### src/rtl/tile_frame_ctrl.sv
// Double-buffered board / next-tetromino store feeding the raster.
// Back buffer takes game writes; commits copy into the front buffer during vblank.
module tile_frame_ctrl #(
    parameter int         ROWS        = 20,
    parameter int         ROW_BITS    = 80,
    parameter int         NT_BITS     = 128,
    parameter logic [9:0] VBLANK_LINE = 10'd492
) (
    input  logic                       clk,
    input  logic                       rst,
    input  logic [0:9]                 vcnt,
    input  logic                       wr_en,
    input  logic [0:4]                 wr_row,
    input  logic [0:ROW_BITS-1]        wr_data,
    input  logic                       nt_wr_en,
    input  logic [0:NT_BITS-1]         nt_data,
    output logic                       wr_ready,
    input  logic                       commit_req,
    output logic                       commit_ack,
    output logic                       busy,
    output logic [0:ROWS*ROW_BITS-1]   tiles,
    output logic [0:NT_BITS-1]         next_tets
);

    typedef enum logic [1:0] {
        IDLE,
        ARMED,
        COPY,
        DONE
    } state_t;

    localparam logic [4:0] LAST_ROW = 5'(ROWS - 1);

    state_t state;
    state_t state_nx;

    logic [4:0] row_cnt;
    logic [4:0] row_cnt_nx;

    logic vb_q;
    logic vb_now;
    logic vb_edge;
    logic row_ok;
    logic copy_last;

    logic [0:ROW_BITS-1] back_rows  [ROWS];
    logic [0:NT_BITS-1]  back_nt;
    logic [0:ROW_BITS-1] front_rows [ROWS];
    logic [0:NT_BITS-1]  front_nt;

    assign vb_now    = (vcnt == VBLANK_LINE);
    assign vb_edge   = vb_now & ~vb_q;
    assign row_ok    = (wr_row <= LAST_ROW);
    assign copy_last = (row_cnt == LAST_ROW);

    always_comb begin
        state_nx   = state;
        row_cnt_nx = row_cnt;
        wr_ready   = 1'b0;
        commit_ack = 1'b0;
        busy       = 1'b1;
        unique case (state)
            IDLE: begin
                wr_ready = 1'b1;
                busy     = 1'b0;
                if (commit_req) begin
                    state_nx = ARMED;
                end
            end
            ARMED: begin
                if (vb_edge) begin
                    state_nx   = COPY;
                    row_cnt_nx = '0;
                end
            end
            COPY: begin
                // Counter parks at zero after the last row instead of wrapping.
                if (copy_last) begin
                    state_nx   = DONE;
                    row_cnt_nx = '0;
                end else begin
                    row_cnt_nx = row_cnt + 5'd1;
                end
            end
            DONE: begin
                wr_ready   = 1'b1;
                commit_ack = 1'b1;
                state_nx   = IDLE;
            end
            default: begin
                state_nx = IDLE;
            end
        endcase
    end

    always_ff @(posedge clk) begin
        if (rst) begin
            state   <= IDLE;
            row_cnt <= '0;
            vb_q    <= 1'b0;
        end else begin
            state   <= state_nx;
            row_cnt <= row_cnt_nx;
            vb_q    <= vb_now;
        end
    end

    always_ff @(posedge clk) begin
        if (rst) begin
            for (int i = 0; i < ROWS; i++) begin
                back_rows[i] <= '0;
            end
            back_nt <= '0;
        end else begin
            if (wr_ready && wr_en && row_ok) begin
                back_rows[wr_row] <= wr_data;
            end
            if (wr_ready && nt_wr_en) begin
                back_nt <= nt_data;
            end
        end
    end

    // Front side only moves while copying, one row per clock.
    always_ff @(posedge clk) begin
        if (rst) begin
            for (int i = 0; i < ROWS; i++) begin
                front_rows[i] <= '0;
            end
            front_nt <= '0;
        end else if (state == COPY) begin
            front_rows[row_cnt] <= back_rows[row_cnt];
            if (copy_last) begin
                front_nt <= back_nt;
            end
        end
    end

    for (genvar g = 0; g < ROWS; g++) begin : g_tiles
        assign tiles[g*ROW_BITS +: ROW_BITS] = front_rows[g];
    end

    assign next_tets = front_nt;

endmodule

### config.mk
export PLATFORM = sky130hd
export DESIGN_NAME = tile_frame_ctrl
export DESIGN_NICKNAME = d
export VERILOG_FILES = /design/src/rtl/tile_frame_ctrl.sv
export SDC_FILE = /design/constraint.sdc
export NUM_CORES = 2
export LEC_CHECK = 0
export BUFFER_PORTS_ARGS = -buffer_cell sky130_fd_sc_hd__buf_2
export CAP_MARGIN = 20
export CORE_AREA = 2 2 768 770
export DETAILED_ROUTE_END_ITERATION = 6
export DIE_AREA = 0 0 770 772
export PLACE_DENSITY = 0.53
export SLEW_MARGIN = 20
export SYNTH_ARGS = -nofsm -noshare
export SYNTH_HDL_FRONTEND = slang
export SYNTH_SLANG_ARGS = --single-unit
### constraint.sdc
create_clock -name clk -period 4.01 [get_ports clk]
set_input_delay 0.2005 -clock clk [delete_from_list [all_inputs] [get_ports clk]]
set_output_delay 0.2005 -clock clk [all_outputs]
set_load 0.05 [all_outputs]
==> impl_metrics.xml <==
<?xml version="1.0" encoding="UTF-8"?>
<metrics>
  <group name="route">
    <metric name="number_of_remaining_drc_errors" unit="">0</metric>
    <metric name="detail-route-antenna-nets" unit="">0</metric>
    <metric name="wire_per_inst" unit="um">34.7</metric>
    <metric name="drt_first_pass_iters" unit="">6</metric>
    <metric name="vias_per_cell" unit="">5.45</metric>
    <metric name="via_count" unit="">126000</metric>
    <metric name="wl" unit="mm">805</metric>
    <metric name="dr.first_iter.drc_count" unit="">18400</metric>
  </group>
  <group name="cts">
    <metric name="cts_buffers" unit="">472</metric>
    <metric name="cts_tree" unit="">done</metric>
    <metric name="cts.path.max_buffers" unit="">4</metric>
    <metric name="numClockSinks" unit="">4429</metric>
    <metric name="clk_pin_slew" unit="ps">60</metric>
    <metric name="clock_tree.htree_level_count" unit="">5</metric>
    <metric name="cts_setup_buffers" unit="">0</metric>
    <metric name="clk_root_buffer_cell" unit="">clkbuf_16</metric>
    <metric name="clock_network_latency_to_the_later_pin_of_the_worst_skew_pair" unit="ps">1110</metric>
  </group>
  <group name="placement">
    <metric name="dp_hpwl" unit="mm">538</metric>
    <metric name="finalWeightedCongestion" unit="">0.851</metric>
    <metric name="place_worst_setup_slack" unit="ps">266</metric>
    <metric name="port-buffer-count" unit="">1958</metric>
  </group>
  <group name="global_routing">
    <metric name="grt_antenna_before_repair" unit="">143</metric>
    <metric name="largest_net_degree_at_the_start_of_global_routing" unit="">91</metric>
    <metric name="grt.total_usage" unit="%">25.9</metric>
    <metric name="grt_pass1_vias" unit="">118000</metric>
    <metric name="global_route_wire_length_before_repair" unit="mm">1050</metric>
    <metric name="globalRoute.totalOverflow" unit="">0</metric>
  </group>
  <group name="min_path">
    <metric name="worst_hold_path.num_cells" unit="">7</metric>
    <metric name="min_path_type" unit="">input pin to register</metric>
    <metric name="worstHoldStart" unit="">vcnt[6]</metric>
  </group>
  <group name="logic_synthesis">
    <metric name="synth_enable_flop_cells" unit="">4160</metric>
    <metric name="syn_area_per_cell" unit="sq um">15.6</metric>
    <metric name="synth_flop_cell" unit="">edfxtp_1</metric>
    <metric name="postSynthRegisterBits" unit="">4429</metric>
    <metric name="synthXorXnorAreaFrac" unit="%">0</metric>
    <metric name="synth_top_family_by_area" unit="">compound AO/OA/AOI/OAI gates</metric>
    <metric name="yosysWarningCount" unit="">0</metric>
    <metric name="syn-instance-count" unit="">11600</metric>
    <metric name="syn-cell-area" unit="sq um">182000</metric>
    <metric name="register_area_share_after_synthesis" unit="%">71.6</metric>
    <metric name="synthMuxAreaShare" unit="%">8.36</metric>
    <metric name="asyncSetResetFlopFracSynth" unit="%">0</metric>
    <metric name="yosys.area_share.adder" unit="%">0.0619</metric>
    <metric name="post_synth_num_cell_types" unit="">58</metric>
    <metric name="yosys.area_share.simple" unit="%">8.33</metric>
    <metric name="synth_compound_area_share" unit="%">8.44</metric>
  </group>
  <group name="sta">
    <metric name="worst_slack" unit="ps">394</metric>
    <metric name="tightest_slew" unit="ps">1260</metric>
    <metric name="fin_tns_setup" unit="ps">0</metric>
    <metric name="slew_viol_final" unit="">0</metric>
    <metric name="worst_clock_skew" unit="ps">157</metric>
    <metric name="hold_vio_cnt_final" unit="">0</metric>
    <metric name="timing.fmax" unit="MHz">277</metric>
    <metric name="worst_slew_margin_rel" unit="%">15.8</metric>
    <metric name="finalSetupViolCount" unit="">0</metric>
    <metric name="rsz0062_at_grt" unit="">false</metric>
    <metric name="finalCritPeriodShare" unit="%">90.2</metric>
    <metric name="period_minus_slack" unit="ps">3620</metric>
  </group>
  <group name="power">
    <metric name="powerDensity" unit="nW/um^2">492</metric>
    <metric name="static-leakage-power" unit="nW">83.6</metric>
    <metric name="max-vdd-ir-drop" unit="mV">0.426</metric>
    <metric name="design_power_total" unit="W">0.113</metric>
  </group>
  <group name="critical_path">
    <metric name="r2r_cells" unit="">7</metric>
    <metric name="r2r_slack" unit="ps">390</metric>
    <metric name="critical_path_class" unit="">register to register</metric>
    <metric name="worst_path_max_delay_cell" unit="">nor2_1</metric>
    <metric name="endpoint_kind" unit="">register</metric>
    <metric name="worstPathArrival" unit="ps">4320</metric>
    <metric name="critical-path-top-cell-by-count" unit="">mux2i_1</metric>
    <metric name="path_cells" unit="">buf_4 &gt; mux4_2 &gt; mux2i_1 &gt; mux2i_1 &gt; o211ai_4 &gt; buf_12 &gt; nor2_1</metric>
    <metric name="worst-path-max-fanout" unit="">40</metric>
    <metric name="timing.critical_path.from_type" unit="">register</metric>
    <metric name="cp_slowest_stage_delay" unit="ps">890</metric>
    <metric name="capturing_point_of_the_worst_reg2reg_path" unit="">front_rows[11][12]$_SDFFCE_PN0P_</metric>
    <metric name="crit_required" unit="ps">4710</metric>
  </group>
  <group name="die">
    <metric name="fp-row-count" unit="">282</metric>
    <metric name="io_pins" unit="">1959</metric>
    <metric name="fp.coreArea" unit="sq um">587000</metric>
    <metric name="floorplan.die_area" unit="sq um">594000</metric>
    <metric name="chipHeight" unit="um">772</metric>
    <metric name="chipWidth" unit="um">770</metric>
    <metric name="initial_core_util" unit="%">31.0</metric>
  </group>
  <group name="flow_run">
    <metric name="maxCapViolCount" unit="">0</metric>
  </group>
  <group name="final_layout">
    <metric name="syn_to_final_growth" unit="%">26.1</metric>
    <metric name="n_fill_cell" unit="">54800</metric>
    <metric name="layout-drive-gt1-share" unit="%">26.9</metric>
    <metric name="finalNetCount" unit="">15100</metric>
  </group>
  <group name="status">
    <metric name="status" unit="">complete, no violations</metric>
  </group>
</metrics>
[power breakdown]
| group | switching [W] | internal (W) |
|---|---|---|
| Clock | 0.0194 | 0.0245 |
| Sequential | 0.000885 | 0.0531 |
| Combinational | 0.0110 | 0.00399 |
| Total | 0.0313 | 0.0815 |
[synthesized netlist by cell type (186+ instances only)]
cell type,number,share of area [%]
nor2_1,324,0.67
edfxtp_1,4160,69
dfxtp_1,269,3.0
nand2_1,377,0.78
and2_1,1614,5.6
a22o_1,340,1.6
mux2i_1,417,2.3
nand2b_1,186,0.64
clkbuf_1,729,1.5
buf_2,365,1.0
mux4_2,433,5.4
a21oi_1,368,1.0
o22ai_1,1273,4.4
[cells in the final DEF (no fill, tap or decap), drive strengths merged, types with 124 or more instances in the layout]
master,n
o221ai,124
mux2i,417
a22o,340
nor2,352
clkbuf,585
dlygate4sd3,464
nand2,380
clkinv,224
nand2b,186
edfxtp,4160
dfxtp,269
conb,960
a21oi,370
and2,1615
mux4,433
buf,2609
o22ai,1273
[per-stage QoR]
stage	instance area (sq um)	hold slack (ps)	utilization, %	instances
after floorplan	185000	299	-	12600
after global placement	209000	441	35.6	21800
after detailed placement	209000	447	35.6	21800
after CTS	229000	1.49	39.0	23100
after global routing	229000	54.4	39.0	23100
final	229000	114	39.1	23200
[worst max path at each step]
stage	slack [ps]	startpoint	cells past startpoint	to
final	390	register	7	front_rows[11][12]$_SDFFCE_PN0P_
after CTS	340	register	7	front_rows[11][12]$_SDFFCE_PN0P_
after global placement	270	register	7	front_rows[11][12]$_SDFFCE_PN0P_
after global routing	280	register	7	front_rows[11][12]$_SDFFCE_PN0P_
after floorplan	170	state[0]$_SDFFE_PP0P_	9	front_rows[18][0]$_SDFFCE_PN0P_
after detailed placement	270	register	7	front_rows[11][12]$_SDFFCE_PN0P_
[sequential cells by signal, summed over array words and instances, names as in the netlist, named ones only]
register	cells
row_cnt	5
back_rows	2560
next_tets	128
vb_q	1
state	2
back_nt	128
front_rows	1600
[timing repair]
| action | 4_1_cts | 5_1_grt |
|---|---|---|
| resized for setup | 0 | 0 |
| endpoints found under the hold margin | 2817 | 0 |
| hold buffers | 464 | 0 |
[worst max-delay path: cells and delay by family (launching register included)]
family	cells	cell delay, ps
AND/OR/NAND/NOR	1	890
buffers and inverters	2	850
multiplexers	3	800
AO/OA/AOI/OAI	1	120
flip-flops	1	660
[routing by layer]
layer	vias up	track usage, %	part of all wire (%)
met3	2066	8.22	12
li1	50500	-	-
met4	68	13.0	6.0
met5	-	0	0.063
met2	9075	38.9	44
met1	64500	33.7	38
[kinds of logic after synthesis]
| kind of cell | after synthesis |
|---|---|
| mux | 963 |
| compound gates | 2268 |
| flops | 4429 |
| other cells | 1 |
| fa+ha+maj | 9 |
| simple gates | 2704 |
| buf+inv | 1256 |
[final cells by class]
type / instances / area, sq um / area share, %
Clock buffer: 585 / 12500 / 5.45
Tap cell: 7810 / 9770 / 4.26
Sequential cell: 4429 / 130000 / 56.8
Clock inverter: 287 / 2730 / 1.19
Timing Repair Buffer: 3073 / 22600 / 9.85
Antenna cell: 94 / 235 / 0.103
Multi-Input combinational cell: 6904 / 51100 / 22.3
Inverter: 10 / 47.5 / 0.0207
No activity file was read; power rests on OpenSTA's default activity.
